--- src/rtl/spi_flash_pkg.sv ---
// spi_flash_pkg: shared commands, FSM states and defaults for the SPI flash responder
package spi_flash_pkg;
  localparam logic [7:0] CMD_READ = 8'h03;
  localparam logic [7:0] CMD_JEDEC = 8'h9F;
  localparam logic [7:0] CMD_RDSR = 8'h05;
  localparam logic [23:0] JEDEC_DEFAULT = 24'hEF4016;
  typedef enum logic [2:0] {IDLE, CMD, ADDR, DATA, ID, STAT, IGNORE} state_t;
endpackage

--- src/rtl/spi_in_sync.sv ---
// spi_in_sync: 2-flop synchronizers for SCK/CS_N/MOSI plus SCK edge detect
module spi_in_sync (
  input  logic clk,
  input  logic reset,
  input  logic sck,
  input  logic cs_n,
  input  logic mosi,
  output logic sck_rise,
  output logic sck_fall,
  output logic cs_active,
  output logic mosi_s
);
  logic [1:0] sck_q, cs_q, mosi_q;
  logic sck_prev;
  always_ff @(posedge clk) begin
    if (reset) begin
      sck_q <= '0;
      cs_q <= 2'b11;
      mosi_q <= '0;
      sck_prev <= 1'b0;
    end else begin
      sck_q <= {sck_q[0], sck};
      cs_q <= {cs_q[0], cs_n};
      mosi_q <= {mosi_q[0], mosi};
      sck_prev <= sck_q[1];
    end
  end
  assign sck_rise = sck_q[1] & ~sck_prev;
  assign sck_fall = ~sck_q[1] & sck_prev;
  assign cs_active = ~cs_q[1];
  assign mosi_s = mosi_q[1];
endmodule

--- src/rtl/spi_flash_responder.sv ---
// spi_flash_responder: mode-0 SPI flash emulator serving READ, JEDEC ID and READ STATUS
module spi_flash_responder
  import spi_flash_pkg::*;
#(
  parameter int ADDR_W = 16,
  parameter logic [23:0] JEDEC_ID = JEDEC_DEFAULT
) (
  input  logic              clk,
  input  logic              reset,
  input  logic              sck,
  input  logic              cs_n,
  input  logic              mosi,
  output logic              miso,
  output logic              miso_oe,
  output logic [ADDR_W-1:0] mem_addr,
  output logic              mem_rd,
  input  logic [7:0]        mem_rdata,
  output logic              busy
);
  logic sck_rise, sck_fall, cs_active, mosi_s;
  state_t state;
  logic [2:0] bit_cnt;
  logic [1:0] phase, id_idx;
  logic [6:0] rx_shift;
  logic [7:0] rx_next, tx_shift, next_byte, id_byte;
  logic [ADDR_W-2:0] addr_sr;
  logic primed, rd_pend, rd_tx;

  spi_in_sync u_sync (
    .clk(clk), .reset(reset), .sck(sck), .cs_n(cs_n), .mosi(mosi),
    .sck_rise(sck_rise), .sck_fall(sck_fall), .cs_active(cs_active), .mosi_s(mosi_s)
  );

  assign rx_next = {rx_shift, mosi_s};
  assign id_byte = id_idx == 2'd1 ? JEDEC_ID[15:8] : id_idx == 2'd2 ? JEDEC_ID[7:0] : 8'h00;
  assign miso = miso_oe & tx_shift[7];

  always_ff @(posedge clk) begin
    if (reset) begin
      state <= IDLE;
      bit_cnt <= '0;
      phase <= '0;
      id_idx <= '0;
      rx_shift <= '0;
      tx_shift <= '0;
      next_byte <= '0;
      addr_sr <= '0;
      primed <= 1'b0;
      rd_pend <= 1'b0;
      rd_tx <= 1'b0;
      miso_oe <= 1'b0;
      mem_rd <= 1'b0;
      mem_addr <= '0;
      busy <= 1'b0;
    end else if (!cs_active) begin
      state <= IDLE;
      bit_cnt <= '0;
      phase <= '0;
      id_idx <= '0;
      rx_shift <= '0;
      tx_shift <= '0;
      next_byte <= '0;
      primed <= 1'b0;
      rd_pend <= 1'b0;
      miso_oe <= 1'b0;
      mem_rd <= 1'b0;
      busy <= 1'b0;
    end else begin
      busy <= 1'b1;
      mem_rd <= 1'b0;
      rd_pend <= mem_rd;
      if (rd_pend && rd_tx) tx_shift <= mem_rdata;
      if (rd_pend && !rd_tx) next_byte <= mem_rdata;
      if (sck_rise) begin
        bit_cnt <= bit_cnt + 3'd1;
        rx_shift <= rx_next[6:0];
        addr_sr <= {addr_sr[ADDR_W-3:0], mosi_s};
      end
      case (state)
        IDLE: state <= CMD;
        CMD: if (sck_rise && bit_cnt == 3'd7) begin
          state <= rx_next == CMD_READ ? ADDR : rx_next == CMD_JEDEC ? ID :
                   rx_next == CMD_RDSR ? STAT : IGNORE;
          miso_oe <= rx_next == CMD_JEDEC || rx_next == CMD_RDSR;
          tx_shift <= rx_next == CMD_JEDEC ? JEDEC_ID[23:16] : 8'h00;
          id_idx <= 2'd1;
          phase <= '0;
          primed <= 1'b0;
        end
        ADDR: if (sck_rise && bit_cnt == 3'd7) begin
          phase <= phase + 2'd1;
          if (phase == 2'd2) begin
            state <= DATA;
            miso_oe <= 1'b1;
            mem_addr <= {addr_sr, mosi_s};
            mem_rd <= 1'b1;
            rd_tx <= 1'b1;
            primed <= 1'b0;
          end
        end
        // The fall that ends the command/address byte precedes the first output bit, so skip it
        DATA, ID, STAT: if (sck_fall) begin
          if (!primed) primed <= 1'b1;
          else if (bit_cnt == 3'd0) begin
            tx_shift <= state == DATA ? next_byte : state == ID ? id_byte : 8'h00;
            if (state == ID) id_idx <= id_idx + {1'b0, id_idx != 2'd3};
          end else begin
            tx_shift <= {tx_shift[6:0], 1'b0};
            if (state == DATA && bit_cnt == 3'd1) begin
              mem_addr <= mem_addr + ADDR_W'(1);
              mem_rd <= 1'b1;
              rd_tx <= 1'b0;
            end
          end
        end
        default: ;
      endcase
    end
  end
endmodule

--- config.mk ---
export PLATFORM = sky130hd
export DESIGN_NAME = spi_flash_responder
export DESIGN_NICKNAME = d
export VERILOG_FILES = /design/src/rtl/spi_flash_pkg.sv /design/src/rtl/spi_in_sync.sv /design/src/rtl/spi_flash_responder.sv
export SDC_FILE = /design/constraint.sdc
export NUM_CORES = 1
export LEC_CHECK = 0
export ABC_AREA = 1
export CAP_MARGIN = 10
export CORE_MARGIN = 2
export CORE_UTILIZATION = 60
export CTS_BUF_LIST = sky130_fd_sc_hd__clkbuf_2
export CTS_CLUSTER_DIAMETER = 120
export DETAILED_ROUTE_END_ITERATION = 8
export GPL_TIMING_DRIVEN = 0
export PLACE_DENSITY = 0.8
export SLEW_MARGIN = 20
export SYNTH_ARGS = -nofsm -noshare
export SYNTH_HDL_FRONTEND = slang
export SYNTH_SLANG_ARGS = --single-unit
--- constraint.sdc ---
create_clock -name clk -period 4.8 [get_ports clk]
set_clock_uncertainty 0.15 [all_clocks]
set_input_delay 1.44 -clock clk [delete_from_list [all_inputs] [get_ports clk]]
set_output_delay 1.44 -clock clk [all_outputs]
set_load 0.02 [all_outputs]
==> impl.org <==
** Status
- The flow ran to the end, and the final reports show no timing, DRC or antenna violations.

** STA
- Adding up every negative setup slack in the final design gives 0 ps.
- Min setup slack post-route :: 1470 ps
- Setup violations remaining at the end of the flow were counted as 0.
- Setup repair after global routing left no endpoint under its margin.
- Slew at the pin with the worst max-slew slack :: 643 ps
- Final max-slew violation count :: 0
- Fraction of the cycle the final worst path needs :: 69.4%
- Time the worst path needs with I/O delays and setup :: 3330 ps
- Hold Vio Cnt, Final :: 0
- Measured against its own limit, the worst slew margin works out to 57.1%.
- Highest clock frequency the design can meet :: 0.300 GHz

** Setup path
- In this run the worst setup path begins at miso_oe.
- Number of cells on the critical path :: 3
- Counting both buffers and inverters, the worst setup path holds a total of 2.
- Required time worst endpoint :: 3210 ps
- Setup crit end kind :: primary output
- WS Path Type :: flop to primary output
- Worst reg-to-reg setup slack :: 2820 ps
- Launch instance of the worst register-to-register path :: bit_cnt[0]
- The worst setup path is launched from a flop.
- Critical-path cell with the highest stage delay :: sky130_fd_sc_hd__clkdlybuf4s50_1
- Slowest stage delay, CP :: 590 ps
- The critical path ends at miso.
- In this run the worst path has a maximum fanout of 3.
- For the worst setup path, the data arrival time is 1740 ps.
- Capture instance of the worst register-to-register path :: tx_shift[2]
- Counting cells, the worst reg-to-reg path comes to 9.
- CP Cell Sequence :: nand2_1 > inv_1 > clkdlybuf4s50_1
- The kind of cell with the highest combined delay along the critical path is buffers and inverters.

** CTS
- The later pin in the worst-skew pair is clocked with a latency of 570 ps.
- CTS hold repair buffers :: 0
- In this run the clock root is driven by a sky130_fd_sc_hd__clkbuf_2.
- Clock tree synthesis found a total of 77 sinks.
- TritonCTS built the clock tree.
- Total CTS buffers :: 9
- Buffer count from post-CTS setup fixing :: 0
- Post-cts sizing count :: 0
- The longest clock path from root to sink contains 2 buffers.
- Clock slew at reported path FFs :: 240 ps
- Number of levels in the clock H-tree :: 3

** Yosys
- Synthesized netlist cell count :: 569
- The synthesized design contains 77 register bits.
- Yosys warning count :: 0
- After synthesis the cells add up to 3880 µm².
- Synth Net Count :: 588
- Averaged over all synthesized cells, the footprint is 6.81 µm².
- Part of the Yosys area used for sequential elements :: 39.8%
- In this run, distinct cell masters in the synthesized netlist total 34.

** Routing
- Antenna violation net count after detailed routing :: 0
- The first detailed-routing pass took 5 iterations.
- DR WL/cell :: 13.7 µm
- Via Count :: 3,838
- After the first detailed-routing iteration, the DRC count stood at 316.
- Number of vias per cell :: 5.54
- In the routed design, unresolved DRC markers number 0.
- Detailed-route wire length :: 9.47 mm

** Final layout
- After the last flow step, the layout net total stands at 630.
- Commonest non-fill, non-tap cell in the layout :: sky130_fd_sc_hd__nand2_1
- Area delta synth->final :: 13.5%
- Share of post-route cells with drive strength above 1 :: 9.25%
- Highest-count cells in the layout ignoring fill and taps :: sky130_fd_sc_hd__nand2_1 (125), sky130_fd_sc_hd__dfxtp_1 (77), sky130_fd_sc_hd__inv_1 (65), sky130_fd_sc_hd__nor2_1 (63), sky130_fd_sc_hd__a21oi_1 (58)
- Antenna diode count :: 0

** Floorplanning
- Chip height :: 84.4 µm
- Overall die area :: 7120 µm²
- Total core area :: 6310 µm²
- Placement Rows :: 29
- For this configuration, the core starts out at a cell density of 61.4%.
- The die is 84.4 µm wide.
- For this design the top-level I/O count stands at 33.

** Place
- Port Buffers :: 31
- Prior to clock tree synthesis, the placed netlist has a worst setup slack of 1780 ps.
- The HPWL after detailed placement is 7.05 mm.
- Routability-driven placement finished with a final weighted congestion of 0.872.

** Power and ir drop
- Total power for the finished layout comes to 1.05 mW.
- Power spread over the standard cell area amounts to 239 nW/µm².
- VDD sags by at most 185 µV.
- Leakage power of the design :: 1.65 nW

** Global routing
- Antenna violations before repair :: 0
- Total routing usage reported by global routing :: 27.8%
- The first global-routing pass estimated 16.0 mm of wire.
- Summed over all layers, the global routing overflow is 0.
- The number of global-route vias before repair was 3,381.
- Largest net degree at the start of global routing :: 18

** Min path
- The min-delay analysis places its worst path in the category flop to flop.
- The worst hold path was traced through 2 stages.

** Job
- Max-cap violations in this run came to 0.
[how the worst min path moves through the flow]
stage	startpoint	end	slack, ps
6_report	u_sync.sck_q[0]	u_sync.sck_q[1]	270
5_1_grt	u_sync.mosi_q[0]	u_sync.mosi_q[1]	310
4_1_cts	u_sync.sck_q[0]	u_sync.sck_q[1]	270
3_5_place_dp	u_sync.sck_q[0]	u_sync.sck_q[1]	250
3_3_place_gp	u_sync.sck_q[0]	u_sync.sck_q[1]	240
2_1_floorplan	u_sync.mosi_q[0]	u_sync.mosi_q[1]	240
[cell type report]
class                   instances  area [µm²]
plain buffers                  21        98.8
clock buffers                   9        45.0
clock inverters                 7        72.6
fillers                       569        1910
inverters                      71         267
multi-input cells             400        1970
flip-flops and latches         77        1540
well taps                      77        96.3
repair buffers                 31         310
[per-stage QoR]
| step | hold slack [ps] | util (%) | std cells | instance area, µm² |
|---|---|---|---|---|
| 3_3_place_gp | 243 | 67.9 | 677 | 4280 |
| 5_1_grt | 305 | 69.7 | 693 | 4400 |
| 3_5_place_dp | 246 | 67.9 | 677 | 4280 |
| 4_1_cts | 273 | 69.7 | 693 | 4400 |
| 6_report | 275 | 69.7 | 693 | 4400 |
| 2_1_floorplan | 238 | - | 569 | 3880 |
[synthesized netlist by cell type (all sizes together)]
master | count | area, µm²
mux2 | 3 | 33.8
nor2 | 68 | 300
a21o | 1 | 7.51
buf | 7 | 46.3
nand3b | 1 | 7.51
clkinv | 2 | 7.51
ha | 6 | 75.1
o21ai | 57 | 293
o211ai | 1 | 7.51
clkbuf | 14 | 52.6
dfxtp | 77 | 1540
o22ai | 1 | 6.26
o21bai | 1 | 7.51
a211oi | 4 | 30.0
a31oi | 2 | 12.5
inv | 69 | 259
nand4 | 6 | 37.5
nand3 | 44 | 245
or2 | 3 | 18.8
nor3 | 6 | 30.0
a21oi | 65 | 352
nand2 | 131 | 507
[where the power goes]
part / internal [mW] / switching, mW
sequential: 0.646 / 0.00250
clock: 0.0862 / 0.274
combinational: 0.0160 / 0.0265
total: 0.748 / 0.303
[state kept, by name, indices dropped and copies added (netlist names), 2 cells and up]
register,flops
state,3
addr_sr,15
u_sync.cs_q,2
u_sync.mosi_q,2
id_idx,2
mem_addr,16
next_byte,8
bit_cnt,3
phase,2
tx_shift,8
rx_shift,7
u_sync.sck_q,2
[worst reg2reg max path, delay by kind of cell (launching register included)]
family,cells,cell delay (ps)
buffers and inverters,1,50
adders and majority gates,2,350
AOI/OAI and AO/OA,3,410
and+or+nand+nor,3,520
DFF,1,420
[cell families after synthesis]
group,after synthesis,share of synthesized area (%)
and+or+nand+nor,259,29.6
AOI/OAI and AO/OA,132,18.5
DFF,77,39.8
buffers and inverters,92,9.42
adders and majority gates,6,1.94
muxes,3,0.871
[layer usage]
| layer | up-vias | global-route usage, % | part of all wire (%) |
|---|---|---|---|
| met4 | 0 | 6.35 | 0.78 |
| met1 | 1746 | 39.5 | 46 |
| met2 | 149 | 43.1 | 45 |
| li1 | 1934 | - | - |
| met3 | 9 | 6.88 | 7.9 |
| met5 | - | 0 | 0 |
Power figures use the tool's default switching activity.
